<file path="src/rtl/vram_dma.sv">
// vram_dma: copies a byte block from the CPU-side source port into GPU VRAM,
// writing only while the GPU reports vblank and re-polling it every BURST bytes.
module vram_dma #(
   parameter int VRAM_AW   = 12,
   parameter int BURST     = 32,
   parameter int CLEAR_IRQ = 0
) (
   input  logic               cpu_clk,
   input  logic               rst_n,
   input  logic               start_i,
   input  logic               abort_i,
   input  logic [15:0]        src_i,
   input  logic [VRAM_AW-1:0] dst_i,
   input  logic [12:0]        len_i,
   input  logic [2:0]         sel_i,
   output logic               busy_o,
   output logic               done_o,
   output logic               err_o,
   output logic [15:0]        src_addr_o,
   output logic               src_rd_o,
   input  logic               src_gnt_i,
   input  logic [7:0]         src_data_i,
   output logic [VRAM_AW-1:0] vram_address_o,
   output logic [7:0]         data_o,
   output logic               wen_o,
   input  logic [7:0]         vram_rdata_i,
   output logic               SELECT_pmf_o,
   output logic               SELECT_pmb_o,
   output logic               SELECT_ntbl_o,
   output logic               SELECT_obm_o,
   output logic               SELECT_txbl_o,
   output logic               SELECT_in_vblank_o,
   output logic               SELECT_clr_vblank_irq_o
);
   localparam int            BW       = $clog2(BURST) + 1;
   localparam logic [BW-1:0] BURST_LD = BW'(BURST);
   localparam int            NREG     = 5;

   typedef enum logic [2:0] {
      S_IDLE, S_POLL, S_READ, S_WAIT, S_WRITE, S_CLR, S_DONE
   } state_t;

   state_t             r_state, w_state_next;
   logic [15:0]        r_src, w_src_next;
   logic [VRAM_AW-1:0] r_dst, w_dst_next;
   logic [12:0]        r_rem, w_rem_next, w_rem_dec;
   logic [BW-1:0]      r_burst, w_burst_next, w_burst_dec;
   logic [2:0]         r_sel, w_sel_next;
   logic               w_err_next;
   logic [NREG-1:0]    w_region;

   // Registered outputs and their next values
   logic               r_busy, w_busy_next;
   logic               r_done, w_done_next;
   logic               r_err, w_err_out_next;
   logic [15:0]        r_src_addr, w_src_addr_next;
   logic               r_src_rd, w_src_rd_next;
   logic [VRAM_AW-1:0] r_vaddr, w_vaddr_next;
   logic [7:0]         r_data, w_data_next;
   logic               r_wen, w_wen_next;
   logic [NREG-1:0]    r_region, w_region_next;
   logic               r_vblank, w_vblank_next;
   logic               r_clr, w_clr_next;

   // Only bit 0 of the VRAM read data carries the in-vblank status
   logic               w_unused;
   assign w_unused = ^vram_rdata_i[7:1];

   for (genvar gi = 0; gi < NREG; gi++) begin : g_region
      assign w_region[gi] = (r_sel == 3'(gi));
   end

   always_comb begin
      w_state_next = r_state;
      w_src_next   = r_src;
      w_dst_next   = r_dst;
      w_rem_next   = r_rem;
      w_burst_next = r_burst;
      w_sel_next   = r_sel;
      w_err_next   = 1'b0;
      w_rem_dec    = r_rem - 13'd1;
      w_burst_dec  = r_burst - BW'(1);
      case (r_state)
         S_IDLE: begin
            if (start_i) begin
               w_src_next   = src_i;
               w_dst_next   = dst_i;
               w_sel_next   = sel_i;
               w_rem_next   = len_i;
               w_burst_next = BURST_LD;
               if (sel_i > 3'd4) begin
                  w_err_next   = 1'b1;
                  w_state_next = S_DONE;
               end else if (len_i == 13'd0) begin
                  w_state_next = S_DONE;
               end else begin
                  w_state_next = S_POLL;
               end
            end
         end
         S_POLL: begin
            if (vram_rdata_i[0]) w_state_next = S_READ;
         end
         S_READ: begin
            if (src_gnt_i) w_state_next = S_WAIT;
         end
         S_WAIT: w_state_next = S_WRITE;
         S_WRITE: begin
            w_src_next   = r_src + 16'd1;
            w_dst_next   = r_dst + VRAM_AW'(1);
            w_rem_next   = w_rem_dec;
            w_burst_next = w_burst_dec;
            if (w_rem_dec == 13'd0) begin
               w_state_next = (CLEAR_IRQ != 0) ? S_CLR : S_DONE;
            end else if (w_burst_dec == '0) begin
               w_burst_next = BURST_LD;
               w_state_next = S_POLL;
            end else begin
               w_state_next = S_READ;
            end
         end
         S_CLR:   w_state_next = S_DONE;
         S_DONE:  w_state_next = S_IDLE;
         default: w_state_next = S_IDLE;
      endcase
      if (abort_i && (r_state != S_IDLE)) w_state_next = S_IDLE;
   end

   // Outputs are decoded from the upcoming state so they are registered yet
   // line up with the state they belong to.
   always_comb begin
      w_busy_next     = (w_state_next != S_IDLE);
      w_done_next     = 1'b0;
      w_err_out_next  = 1'b0;
      w_src_addr_next = '0;
      w_src_rd_next   = 1'b0;
      w_vaddr_next    = '0;
      w_data_next     = '0;
      w_wen_next      = 1'b0;
      w_region_next   = '0;
      w_vblank_next   = 1'b0;
      w_clr_next      = 1'b0;
      case (w_state_next)
         S_POLL: w_vblank_next = 1'b1;
         S_READ: begin
            w_src_rd_next   = 1'b1;
            w_src_addr_next = w_src_next;
         end
         S_WRITE: begin
            w_wen_next    = 1'b1;
            w_vaddr_next  = w_dst_next;
            w_data_next   = src_data_i;
            w_region_next = w_region;
         end
         S_CLR: begin
            w_wen_next = 1'b1;
            w_clr_next = 1'b1;
         end
         S_DONE: begin
            w_done_next    = 1'b1;
            w_err_out_next = w_err_next;
         end
         default: ;
      endcase
   end

   always_ff @(posedge cpu_clk) begin
      if (!rst_n) begin
         r_state    <= S_IDLE;
         r_src      <= '0;
         r_dst      <= '0;
         r_rem      <= '0;
         r_burst    <= '0;
         r_sel      <= '0;
         r_busy     <= 1'b0;
         r_done     <= 1'b0;
         r_err      <= 1'b0;
         r_src_addr <= '0;
         r_src_rd   <= 1'b0;
         r_vaddr    <= '0;
         r_data     <= '0;
         r_wen      <= 1'b0;
         r_region   <= '0;
         r_vblank   <= 1'b0;
         r_clr      <= 1'b0;
      end else begin
         r_state    <= w_state_next;
         r_src      <= w_src_next;
         r_dst      <= w_dst_next;
         r_rem      <= w_rem_next;
         r_burst    <= w_burst_next;
         r_sel      <= w_sel_next;
         r_busy     <= w_busy_next;
         r_done     <= w_done_next;
         r_err      <= w_err_out_next;
         r_src_addr <= w_src_addr_next;
         r_src_rd   <= w_src_rd_next;
         r_vaddr    <= w_vaddr_next;
         r_data     <= w_data_next;
         r_wen      <= w_wen_next;
         r_region   <= w_region_next;
         r_vblank   <= w_vblank_next;
         r_clr      <= w_clr_next;
      end
   end

   assign busy_o                  = r_busy;
   assign done_o                  = r_done;
   assign err_o                   = r_err;
   assign src_addr_o              = r_src_addr;
   assign src_rd_o                = r_src_rd;
   assign vram_address_o          = r_vaddr;
   assign data_o                  = r_data;
   assign wen_o                   = r_wen;
   assign SELECT_pmf_o            = r_region[0];
   assign SELECT_pmb_o            = r_region[1];
   assign SELECT_ntbl_o           = r_region[2];
   assign SELECT_obm_o            = r_region[3];
   assign SELECT_txbl_o           = r_region[4];
   assign SELECT_in_vblank_o      = r_vblank;
   assign SELECT_clr_vblank_irq_o = r_clr;
endmodule

</file>
<file path="config.mk">
export PLATFORM = sky130hd
export DESIGN_NAME = vram_dma
export DESIGN_NICKNAME = d
export VERILOG_FILES = /design/src/rtl/vram_dma.sv
export SDC_FILE = /design/constraint.sdc
export NUM_CORES = 1
export LEC_CHECK = 0
export BUFFER_PORTS_ARGS = -buffer_cell sky130_fd_sc_hd__buf_2
export CORE_MARGIN = 2
export CORE_UTILIZATION = 45
export DETAILED_ROUTE_END_ITERATION = 7
export GPL_ROUTABILITY_DRIVEN = 0
export PLACE_DENSITY = 0.73
export SLEW_MARGIN = 10
export SYNTH_ARGS = -nofsm -noshare
export SYNTH_HDL_FRONTEND = slang
export SYNTH_SLANG_ARGS = --single-unit
</file>
<file path="constraint.sdc">
create_clock -name cpu_clk -period 3.4 [get_ports cpu_clk]
set_input_delay 0.34 -clock cpu_clk [delete_from_list [all_inputs] [get_ports cpu_clk]]
set_output_delay 0.34 -clock cpu_clk [all_outputs]
set_load 0.1 [all_outputs]
</file>
# == Word-level counts from Yosys, hierarchy flattened ==
# Index checks and enable logic that the tools add are counted.
# W data, S select, Z words.
# totals
elab_cells,77
in_bits,65
register_bits,101
# classes
muxes,25
add_sub_neg,4
n_eq_ne,15
order_cmp,1
n_reduce_logical,15
# ops
cell,n
$pmux W16 S2,1
$logic_not A13 Y1,2
$pmux W13 S2,1
$pmux W12 S2,1
$mux W3,7
$eq A3 B3 Y1 const B,6
$mux W6,3
$pmux W3 S6,1
$add A16 B1 Y16 const B,1
$mux W16,1
$eq A3 B2 Y1 const B,5
$mux W13,1
$sub A13 B1 Y13 const B,1
$add A12 B1 Y12 const B,1
$mux W12,1
$pmux W6 S2,1
$eq A3 B1 Y1 const B,3
$reduce_and A2 Y1,4
$logic_not A3 Y1,2
$logic_not A6 Y1,1
$mux W1,6
$reduce_bool A3 Y1,2
$sub A6 B1 Y6 const B,1
$reduce_and A4 Y1,1
other kinds (6),6

# == Depth between registers and ports, before layout ==
# depth
depth_word,9
ltp_mapped,10
ltp_nobuf,8

# == Worst setup path before layout ==
# OpenSTA, ideal clock, no wires.
# synth_timing
path_type,register to register
startpoint,reg r_rem[0]
endpoint,reg r_region[2]
path_stages_with_launch,11
t_arrival_ns,2.483
path_buffers,2
path_slack_ns,0.858
setup_time_ns,0.059
synth_period_minus_slack_ns,2.542
required_ns,3.341
path_cell_list,dfxtp_1 -> clkbuf_1 -> inv_1 -> ha_1 -> o21ba_2 -> nor4_1 -> o311a_1 -> or4_4 -> a21oi_2 -> buf_4 -> and3_1
# synth_between
elab_chain_len,7
# synth_lines
item,line_no,text
"start, declared",46,"logic [12:0] r_rem, w_rem_next, w_rem_dec;"
"start signal, assigned",190,r_rem <= w_rem_next;
$sub A13 B1 Y13,81,w_rem_dec = r_rem - 13'd1;
$logic_not A13 Y1,113,if (w_rem_dec == 13'd0) begin
$mux W3,113,
$pmux W3 S6,83,case (r_state)
$mux W3,126,if (abort_i && (r_state != S_IDLE)) w_state_next = S_IDLE;
$eq A3 B3 Y1,143,case (w_state_next)
$reduce_and A2 Y1 (no line),-,
"end signal, assigned",201,r_region <= w_region_next;
"end, declared",61,"logic [NREG-1:0] r_region, w_region_next;"
# Every way passes these cells.
# A chain may end at the register's enable or synchronous reset.

# == Final worst setup path ==
# layout_timing
startpoint,reg r_rem[1]
endpoint,reg r_region[3]
# Same word-level chain as after synthesis.

==> summary.md <==
| Metric | Value |
|---|---|
| Status | `completed` |
| Area contributors post-synth | `dfxtp_1, nor2_1, a21oi_1` |
| Setup CP Type | `reg2reg` |
| WP data arrival | `~3400 ps` |
| Post-Route Utilization | `between 50 and 60%` |
| CP Data Required Time | `3710 ps` |
| Initial drt markers | `444` |
| H-tree lvl count | `3` |
| Drt pass-1 iters | `5` |
| Maximum vdd drop | `around 0.26 mV` |
| Max clock buf depth | `2` |
| Post-synthesis sequential area ratio | `43.5%` |
| CP peak stage delay | `610 ps` |
| TritonCTS Buffers | `9` |
| Ys Warns | `0` |
| Skew-Pair Late Insertion Delay | `~370 ps` |
| Post-Syn Area | `between 4000 and 5000 um^2` |
| Final WS setup | `308 ps` |
| Routed via count | `4,593` |
| DRC | `0` |
| Worst path slowest cell | `nor3b_1` |
| Via/cell ratio | `5.87` |
| Fin crit share | `between 90% and 100%` |
| Flop pwr share | `between 40 and 50%` |
| CTS tree | `built` |
| Highest Clock Rate | `roughly 320 MHz` |
| Final setup TNS | `0 ps` |
| Via count of the first global-routing pass | `between 4k and 5k` |
| Routed Wire Length | `between 10,000 and 15,000 um` |
| Initial core utilization | `between 40% and 50%` |
| Slew Viols, Final | `0` |
| Syn Area/Cell | `~8.4 um^2` |
| Die ar. | `about 11,000 um^2` |
| Combinational share of power | `a little under a third` |
| Largest net degree at the start of global routing | `33` |
| Layout cells sized above 1 | `a little under a quarter` |
| Commonest non-fill, non-tap cell in the layout | `buf_2` |
| Worst Setup Start Kind | `register` |
| Synth Register Bits | `just over 100` |
| Die W | `around 110 um` |
| Pre-CTS WS | `about 500 ps` |
| Slew of the pin with the lowest slew margin | `approximately 1000 ps` |
| Critical path buffer and inverter count | `1` |
| ANT nets after route | `0` |
| Leakage | `0.00238 uW` |
| # hold bufs at CTS | `0` |
| Class of the worst hold path | `in2reg` |
| Min Tclk post-route | `between 3000 and 4000 ps` |
| RSZ-0062 raised after global routing | `no` |
| Most used flip-flop cell after synthesis | `dfxtp_1` |
| Final hold violation count | `0` |
| Yosys top cell by area | `dfxtp_1` |
| # resized after CTS | `0` |
| EDFF count, synth | `0` |
| Async set or reset register ratio after synthesis | `0%` |
| Cell count after synthesis | `553` |
| Post-synth top area share | `about 44%` |
| Max-Cap Viols | `0` |
| Filler-free cell count of the finished design | `783` |
| Sw frac | `a little under two fifths` |
| # IOs | `around 110` |
| Layout Area Growth over Synthesis | `18.7%` |
| Worst Path Max Fanout | `11` |
| Clock sink count | `101` |
| Most frequent cells in the layout | `buf_2, dfxtp_1, nor2_1` |
| PortBufs | `~110` |
| Slew margin rel. | `a little under a third` |
| Hpwl dp | `slightly above 9000 um` |
| Total Routing Usage GR | `a little under a quarter` |
| Clk slew on worst S/H paths | `100 ps` |
| Antenna Cells | `0` |
| Grt ovf | `0` |
| Cell internal pwr | `between 2000 and 2500 uW` |
| Power share of the clock group | `a little over a quarter` |
| Worst setup EP type | `register` |
| Die H | `around 110 um` |
| Cell count after placement | `767` |
| Post-synth cell types | `63` |
| Critical Path, Cell by Cell | `inv_1, ha_1, nor3b_1, nand4_1, o311a_1, or4_4, a21oi_2, and4b_1` |
| Final-report setup violation count | `0` |
| Row count | `37` |
| Sw Pwr | `~1300 uW` |
| Worst hold slack | `~170 ps` |
| Initial antenna violation count | `0` |
| Fin Clk Skew | `between 10 and 15 ps` |
| Post-CTS Setup Bufs | `0` |
| Core area | `about 10,000 um^2` |
| Root Buffer | `clkbuf_8` |
| Syn nets | `roughly 620` |
| PwrDens | `slightly above 600 nW/um^2` |
| Global-route wire length before repair | `~21,000 um` |
| Routed wire per std cell | `~17 um` |
| Layout Nets | `713` |
| Worst path top cell family by delay | `simple AND/OR/NAND/NOR gates` |
[power groups by stage]
stage | combinational [uW] | sequential, uW | clock, uW
final | 1040 | 1460 | 883
after global routing | 1130 | 1480 | 950
after CTS | 1030 | 1460 | 891
after detailed placement | 1020 | 1480 | 0
after global placement | 1010 | 1470 | 0
after floorplan | 585 | 1650 | 0
[cells by family after synthesis]
family | after synthesis | share of synthesized area [%]
flops | 101 | 43.5
compound gates | 152 | 21.4
buf+inv | 53 | 4.45
simple gates | 227 | 26.2
mux | 6 | 1.32
fa+ha+maj | 6 | 1.62
xor+xnor | 7 | 1.32
other cells | 1 | 0.0807
[routing by layer]
layer	part of all wire [%]	routed length, um	vias to the layer above	track usage, %
li1	-	-	2222	-
met1	46	6080	2138	31.6
met2	44	5790	208	37.0
met3	7.0	916	25	4.64
met4	2.3	303	0	8.93
met5	0	0	-	0
[final timing paths]
path | to | start | slack (ps) | cells past startpoint
worst max-delay path | r_region[3]$_SDFF_PN0_ | r_rem[1]$_SDFFE_PN0P_ | 310 | 8
worst min-delay path | data_o[7]$_SDFF_PN0_ | src_data_i[7] | 170 | 2
worst min register to register | r_sel[1]$_SDFFE_PN0P_ | r_sel[1]$_SDFFE_PN0P_ | 490 | 2
worst max register to register | r_region[3]$_SDFF_PN0_ | r_rem[1]$_SDFFE_PN0P_ | 310 | 8
[synthesized netlist by cell type (9+ instances only)]
| master | n |
|---|---|
| a21oi_1 | 42 |
| and2_1 | 14 |
| and3_1 | 19 |
| and4_1 | 9 |
| clkbuf_1 | 32 |
| dfxtp_1 | 101 |
| inv_1 | 15 |
| nand2_1 | 37 |
| nand3_1 | 12 |
| nand4_1 | 10 |
| nor2_1 | 58 |
| nor3_1 | 17 |
| nor4_1 | 15 |
| o21ai_0 | 37 |
| o221ai_1 | 14 |
[final cells by class]
cell class	count	area [um^2]
clock inverter	4	78.8
multi-input combinational	399	2420
clock buffer	12	155
fill	951	4670
sequential	101	2020
inverter	15	56.3
tap	136	170
timing repair buffer	116	608
[through the flow]
step,power (uW),instance area [um^2]
2_1_floorplan,2240,4640
3_3_place_gp,2480,5280
3_5_place_dp,2510,5280
4_1_cts,3380,5510
5_1_grt,3560,5510
6_report,3390,5510
[state kept, by name (all words and copies together) (netlist names), 3 cells and up]
name            count
data_o              8
r_burst             6
r_dst              12
r_region            5
r_rem              13
r_sel               3
r_src              16
r_state             3
src_addr_o         16
vram_address_o     12
No activity file was read; power rests on OpenSTA's default activity.
